**src/rtl/relu_stream_arbiter.sv**
```systemverilog
// relu_stream_arbiter: shares one ReLU between two requesters, granting whole VEC_LEN bursts round-robin.
// Ports: clk, rst (sync, active-high); req/gnt for burst arbitration; s_valid, s_data0, s_data1, s_ready for element input;
// relu_valid, relu_x drive the ReLU, and relu_out, relu_ready return its result; m_* is the tagged result stream; busy means not idle.
module relu_stream_arbiter #(
  parameter int Input_WIDTH = 16,
  parameter int VEC_LEN = 8,
  parameter int IDX_W = $clog2(VEC_LEN)
) (
  input  logic                   clk,
  input  logic                   rst,
  input  logic [1:0]             req,
  output logic [1:0]             gnt,
  input  logic [1:0]             s_valid,
  input  logic [Input_WIDTH-1:0] s_data0,
  input  logic [Input_WIDTH-1:0] s_data1,
  output logic [1:0]             s_ready,
  output logic                   relu_valid,
  output logic [Input_WIDTH-1:0] relu_x,
  input  logic [Input_WIDTH-1:0] relu_out,
  input  logic                   relu_ready,
  output logic                   m_valid,
  output logic [Input_WIDTH-1:0] m_data,
  output logic                   m_id,
  output logic [IDX_W-1:0]       m_idx,
  output logic                   m_last,
  output logic                   busy
);
  localparam int CW = $clog2(VEC_LEN + 1);
  localparam logic [CW-1:0] LAST = CW'(VEC_LEN - 1);
  localparam logic [CW-1:0] FULL = CW'(VEC_LEN);
  typedef enum logic [1:0] {IDLE, STREAM, DRAIN} state_t;
  state_t state, state_n;
  logic [1:0] gnt_n;
  logic cur_id, cur_id_n, last_id, last_id_n, win, acc, cap, done;
  logic [CW-1:0] in_cnt, in_cnt_n, out_cnt, out_cnt_n;
  assign s_ready = gnt & {2{state == STREAM}};
  assign busy = state != IDLE;
  assign acc = s_valid[cur_id] & s_ready[cur_id];
  // results count only while a burst is open and never beyond VEC_LEN, so stale ReLU outputs are dropped
  assign cap = relu_ready & busy & (out_cnt != FULL);
  assign done = (out_cnt == FULL) | (cap & (out_cnt == LAST));
  assign win = &req ? ~last_id : req[1];
  always_comb begin
    state_n = state;
    gnt_n = gnt;
    cur_id_n = cur_id;
    last_id_n = last_id;
    in_cnt_n = in_cnt + CW'(acc);
    out_cnt_n = out_cnt + CW'(cap);
    case (state)
      IDLE: begin
        in_cnt_n = '0;
        out_cnt_n = '0;
        if (|req) begin
          state_n = STREAM;
          gnt_n = win ? 2'b10 : 2'b01;
          cur_id_n = win;
        end
      end
      STREAM: state_n = (acc && in_cnt == LAST) ? DRAIN : STREAM;
      DRAIN: if (done) begin
        state_n = IDLE;
        gnt_n = '0;
        last_id_n = cur_id;
      end
      default: state_n = IDLE;
    endcase
  end
  always_ff @(posedge clk)
    if (rst) begin
      state <= IDLE;
      gnt <= '0;
      cur_id <= 1'b0;
      last_id <= 1'b1;
      in_cnt <= '0;
      out_cnt <= '0;
    end else begin
      state <= state_n;
      gnt <= gnt_n;
      cur_id <= cur_id_n;
      last_id <= last_id_n;
      in_cnt <= in_cnt_n;
      out_cnt <= out_cnt_n;
    end
  always_ff @(posedge clk)
    if (rst) begin
      relu_valid <= 1'b0;
      relu_x <= '0;
      m_valid <= 1'b0;
      m_data <= '0;
      m_id <= 1'b0;
      m_idx <= '0;
      m_last <= 1'b0;
    end else begin
      relu_valid <= acc;
      if (acc) relu_x <= cur_id ? s_data1 : s_data0;
      m_valid <= cap;
      m_last <= cap & (out_cnt == LAST);
      if (cap) begin
        m_data <= relu_out;
        m_id <= cur_id;
        m_idx <= out_cnt[IDX_W-1:0];
      end
    end
endmodule

```
**config.mk**
```make
export PLATFORM = sky130hd
export DESIGN_NAME = relu_stream_arbiter
export DESIGN_NICKNAME = d
export VERILOG_FILES = /design/src/rtl/relu_stream_arbiter.sv
export SDC_FILE = /design/constraint.sdc
export NUM_CORES = 1
export LEC_CHECK = 0
export ABC_AREA = 1
export BUFFER_PORTS_ARGS = -buffer_cell sky130_fd_sc_hd__buf_2
export CORE_UTILIZATION = 47
export CTS_CLUSTER_SIZE = 28
export DETAILED_ROUTE_END_ITERATION = 10
export GPL_ROUTABILITY_DRIVEN = 0
export GPL_TIMING_DRIVEN = 0
export PLACE_DENSITY_LB_ADDON = 0.05
export SYNTH_ARGS = -nofsm -noshare
export SYNTH_HDL_FRONTEND = slang
export SYNTH_SLANG_ARGS = --single-unit
export TNS_END_PERCENT = 20
```
**constraint.sdc**
```tcl
create_clock -name clk -period 2.2 [get_ports clk]
set_input_delay 0.33 -clock clk [delete_from_list [all_inputs] [get_ports clk]]
set_output_delay 0.33 -clock clk [all_outputs]
set_load 0.03 [all_outputs]
```
==> metrics, run 1 <==
GRT Max-Usage Layer met2; end point of the critical path out_cnt[3]; Routed WL 4820 um; Seq/Total Area, Yosys 47.4%; r2r worst-path depth 9; CTS buffer count 5; worst r2r src out_cnt[1]; failing checks design-rule violations; Worst-Margin Slew 492 ps; GR Util met1 26.3%; RSZ-0062 raised after global routing false; num ports 99; Placement Cell Area 2800 um^2; Core ar. 4470 um^2; hold buffer count at cts 0; ANT cells 0; initial antenna violation count 0; area grow syn2layout 28.9%; post_cts resized 0; worst min-delay path category in2reg; most frequent cells in the layout buf_2, nor2_1, nand2_1, dfxtp_1, o21ai_0; fin util 64.5%; M3 GR Usage 5.70%; average cell area after synthesis 7.39 um^2; final hold vios 0; number of remaining DRC errors 10; Setup-failing EPs final 0; CTS tree yes; global-route wire length before repair 8110 um; setup TNS 0 ps; wire per inst 10.5 um; most common library cell in the layout ignoring fill and taps buf_2; peak fanout along the critical path 10; CTS root buf clkbuf_8; Clock Pin Slew Worst Setup and Hold Paths 100 ps; Slew Viols, Final 0; fmax 0.598 GHz; Design Area, Final 2890 um^2; Slew headroom 67.2%; Syn Nets 362; register bit total from synthesis 53; Hold Crit Start relu_out[3]; Initial Utilization 50.1%; crit path from out_cnt[1]; vias 2174; gr ovfl total 0; Max Buffers Root-to-Sink 2; crit path launch type flop; cell area after synthesis 2240 um^2; M2 GR Usage 32.1%; max_cap viols 0; DRT iter0 DRCs 114; fraction of layout cells with a size suffix above 1 33.5%; Arrival @ worst endpoint 1910 ps; DR pass1 iterations 7; clk_lat worst skew 300 ps; power per cell area 645 nW/um^2; die area 5050 um^2; CTS Sinks 53; Tot GR Track Use 19.9%; fin crit period 1670 ps; die height 71.0 um; NumNets Final 467; synth warn 0; CTS HTree Levels 2; reg2reg end out_cnt[3]; period utilization 76.0%; Crit. End Element flop; Crit Path Class reg2reg; setup bufs post-CTS 0; Mapped Cells 303; largest net degree at the start of global routing 18; final hold slack 237 ps; Unique masters post-synth 30; Detailed Place HPWL 3620 um; Critical Path RT 2430 ps; number of global-route vias before repair 1898; Final ANT Viol Nets 0; die span in x 71.0 um; Vias per Instance 4.72; Cell Rows 24; VDD IR max 0.321 mV; status complete, but fails checks; r2r setup slk 530 ps; Port Buffers 98; Pleak 0.00145 uW; Clock Skew 8.91 ps
==> layer usage <==
layer  wire length [um]  share of wire, %
met1               2260                47
met2               2170                45
met3                342               7.1
met4                 47              0.98
met5                  0                 0
==> Yosys cell counts, drive strengths merged <==
| master | count | area share [%] |
|---|---|---|
| nand2 | 69 | 12 |
| xnor2 | 2 | 0.78 |
| dfxtp | 53 | 47 |
| ha | 4 | 2.2 |
| o21ai | 25 | 5.6 |
| a21boi | 1 | 0.34 |
| o211ai | 2 | 0.67 |
| a21oi | 11 | 2.6 |
| nor2 | 80 | 15 |
| buf | 10 | 3.5 |
| clkinv | 1 | 0.17 |
| clkbuf | 4 | 0.67 |
| nor3 | 1 | 0.45 |
| o21bai | 1 | 0.34 |
| nand4 | 1 | 0.28 |
| or2 | 2 | 0.56 |
| nand3 | 16 | 4.0 |
| inv | 20 | 3.5 |
==> registers in the layout, indices dropped and copies added, names as in the netlist <==
| register | cells |
|---|---|
| relu_x | 16 |
| cur_id | 1 |
| m_id | 1 |
| gnt | 2 |
| m_valid | 1 |
| state | 2 |
| last_id | 1 |
| m_last | 1 |
| m_idx | 3 |
| relu_valid | 1 |
| in_cnt | 4 |
| out_cnt | 4 |
| m_data | 16 |
==> critical path: stages, from the launching register on <==
cell and delay [ps]:
dfxtp_1 410, inv_1 60, nand4_1 100, inv_1 50, nor2_2 130, buf_4 190
ha_1 180, nand3_1 100, or2_2 280, a21oi_1 110
==> final cells by class <==
cell class | count | area [um^2]
tap | 52 | 65.1
clock inverter | 3 | 22.5
timing repair buffer | 98 | 490
multi-input combinational | 215 | 1000
sequential | 53 | 1060
buffer | 14 | 92.6
inverter | 21 | 81.3
clock buffer | 5 | 68.8
fill | 424 | 1590
==> cell families after synthesis <==
family / Yosys count / share of synthesized area, %
buffers and inverters: 35 / 7.77
DFF: 53 / 47.4
AOI/OAI and AO/OA: 40 / 9.55
xor gates and xnor gates: 2 / 0.782
adders and majority gates: 4 / 2.23
and+or+nand+nor: 169 / 32.3
==> worst min path at each step <==
stage	end	cells past startpoint
after floorplan	last_id	2
after global placement	m_idx[1]	2
after detailed placement	m_idx[2]	2
after CTS	m_data[3]	3
after global routing	m_data[8]	3
final	m_data[3]	3
==> report_power, final <==
group | switching [uW] | leakage (uW) | internal (uW)
registers | 18.2 | 0.000432 | 997
clock network | 320 | 0.0000364 | 224
logic | 194 | 0.000982 | 109
total | 533 | 0.00145 | 1330
==> metrics by stage <==
stage	setup slack [ps]	power, uW	cells
4_1_cts	521	1880	461
3_5_place_dp	548	1340	453
3_3_place_gp	563	1340	453
6_report	528	1860	461
5_1_grt	430	1950	461
2_1_floorplan	422	1230	303
No activity file was read; power rests on OpenSTA's default activity.
==> run 2: changes to the inputs <==
==> constraint.sdc (replaced) <==
create_clock -name clk -period 1.6 [get_ports clk]
set_input_delay 0.24 -clock clk [delete_from_list [all_inputs] [get_ports clk]]
set_output_delay 0.24 -clock clk [all_outputs]
set_load 0.03 [all_outputs]
==> metrics, run 2 (synthesis results as in run 1) <==
CP cell instances inv_2 -> nand2_4 -> nor2_4 -> nand3_2 -> nand2_8 -> ha_4 -> ha_2 -> inv_1 -> nor2_1; Max Buffers Root-to-Sink 2 (unchanged); reg2reg end in_cnt[1]; number of global-route vias before repair 1845 (-2.8%); global-route wire length before repair 8140 um (+0.35%); Tot GR Track Use 20.1% (+0.16 points); r2r setup slk 90 ps (-440 ps); Clock Pin Slew Worst Setup and Hold Paths 90 ps (about the same); CTS tree yes; die span in x 71.0 um (unchanged); clk_lat worst skew 300 ps (about the same); fraction of layout cells with a size suffix above 1 37.5% (+4.0 points); Hold Crit Start relu_out[6]; RSZ-0062 raised after global routing false; die height 71.0 um (unchanged); Setup-failing EPs final 0 (unchanged); registers with the most flip-flops m_data (16), relu_x (16); num ports 99 (unchanged); non-filler cells, final 465 (+0.87%); final hold slack 155 ps (-82.0 ps); Critical Path RT 1780 ps (-650 ps); area grow syn2layout 35.1%; Slew Viols, Final 0 (unchanged); crit path launch type flop; Vias per Instance 4.69 (-0.59%); fmax 0.662 GHz (+11%); largest net degree at the start of global routing 17 (-1); fin util 67.6% (+3.1 points); Cell Rows 24 (unchanged); Worst-Margin Slew 500 ps (+8.28 ps); Port Buffers 98 (unchanged); Pleak 0.00150 uW (+3.5%); vias 2180 (+0.28%); r2r worst-path depth 9 (unchanged); Final ANT Viol Nets 0 (unchanged); largest stage delay on the critical path 350 ps (-60 ps); max_cap viols 0 (unchanged); DRT iter0 DRCs 99 (-13%); WHS Endpoint m_data[6]; setup TNS 0 ps (unchanged); worst r2r src state[1]; NumNets Final 471 (+0.86%); Crit Path Class reg2reg; period utilization 94.4% (+18 points); wire per inst 10.8 um (+3.7%); slowest CP cell dfxtp_2; Detailed Place HPWL 3690 um (+2.1%); most frequent cells in the layout buf_2, nor2_1, nand2_1, dfxtp_1, o21ai_0; placed insts 453 (unchanged); crit path from state[1]; fin crit period 1510 ps (-163 ps); hold buffer count at cts 0 (unchanged); power per cell area 912 nW/um^2 (+41%); final hold vios 0 (unchanged); gr ovfl total 0 (unchanged); CTS root buf clkbuf_8; failing checks design-rule violations; CTS buffer count 5 (unchanged); Clock Skew 8.14 ps (-0.761 ps); CTS HTree Levels 2 (unchanged); ANT cells 0 (unchanged); Core ar. 4470 um^2 (unchanged); number of remaining DRC errors 10 (unchanged); die area 5050 um^2 (unchanged); WHS Path Cells 3 (unchanged); initial antenna violation count 0 (unchanged); VDD IR max 0.594 mV (+85%); DR pass1 iterations 7 (unchanged); Routed WL 5040 um (+4.6%); Crit. End Element flop; Arrival @ worst endpoint 1690 ps (-220 ps); most common library cell in the layout ignoring fill and taps buf_2; status complete, but fails checks; Slew headroom 66.7% (-0.55 points); worst min-delay path category in2reg; peak fanout along the critical path 12 (+2); Initial Utilization 50.1% (unchanged); CTS Sinks 53 (unchanged)
==> run 2: cell count changes in the layout (fill, tap and decap cells not counted), sizes merged <==
cell / change
clkinvlp: -3
clkbuf: +1
bufinv: +1
buf: +4
inv: +1
==> run 2: per-layer routing <==
metal  global-route usage [%]  share of wire, %  up-vias
li1                         -                 -     1163
met1                     26.3                49      954
met2                     33.1                44       61
met3                     4.99               6.4        2
met4                     5.56              0.65        0
met5                        0                 0        -
==> run 2: how the worst max path moves through the flow <==
stage / endpoint / slack (ps) / cells after the start
CTS: in_cnt[1] / 0.3 / 10
floorplan: in_cnt[1] / 4 / 10
global placement: out_cnt[3] / -30 / 9
global route: in_cnt[1] / 0.8 / 9
detailed placement: out_cnt[3] / -90 / 9
finish: in_cnt[1] / 90 / 9
==> run 2: critical path, delay by kind of cell (launching register included) <==
family,cells,cell delay [ps]
fa+ha+maj,2,400
flops,1,350
simple gates,5,500
buf+inv,2,130
==> run 2: final cells by class <==
type	count	area [um^2]
fillers	411	1450
flip-flops and latches	53	1080
multi-input cells	215	1070
repair buffers	103	528
plain buffers	13	85.1
inverters	21	83.8
clock buffers	6	82.6
well taps	52	65.1
clock inverters	2	36.3
==> run 2: stage by stage <==
| step | area [um^2] | worst slack, ps | power, uW |
|---|---|---|---|
| after floorplan | 2270 | 3.53 | 1690 |
| after global placement | 2820 | -27.9 | 1840 |
| after detailed placement | 2820 | -88.7 | 1850 |
| after CTS | 2960 | 0.261 | 2790 |
| after global routing | 3030 | 0.818 | 2880 |
| final | 3030 | 90.3 | 2760 |
==> run 2: repair_timing <==
action                                  CTS  global route
gates cloned                              0             0
pin swaps                                 0             2
gates resized for setup                   7             9
endpoints found under the setup margin    3             4
setup buffers                             0             5
==> run 2: power by group <==
part | internal (uW) | total [uW] | switching (uW)
clock | 510 | 936 | 426
sequential | 1370 | 1390 | 26.9
combinational | 156 | 429 | 274
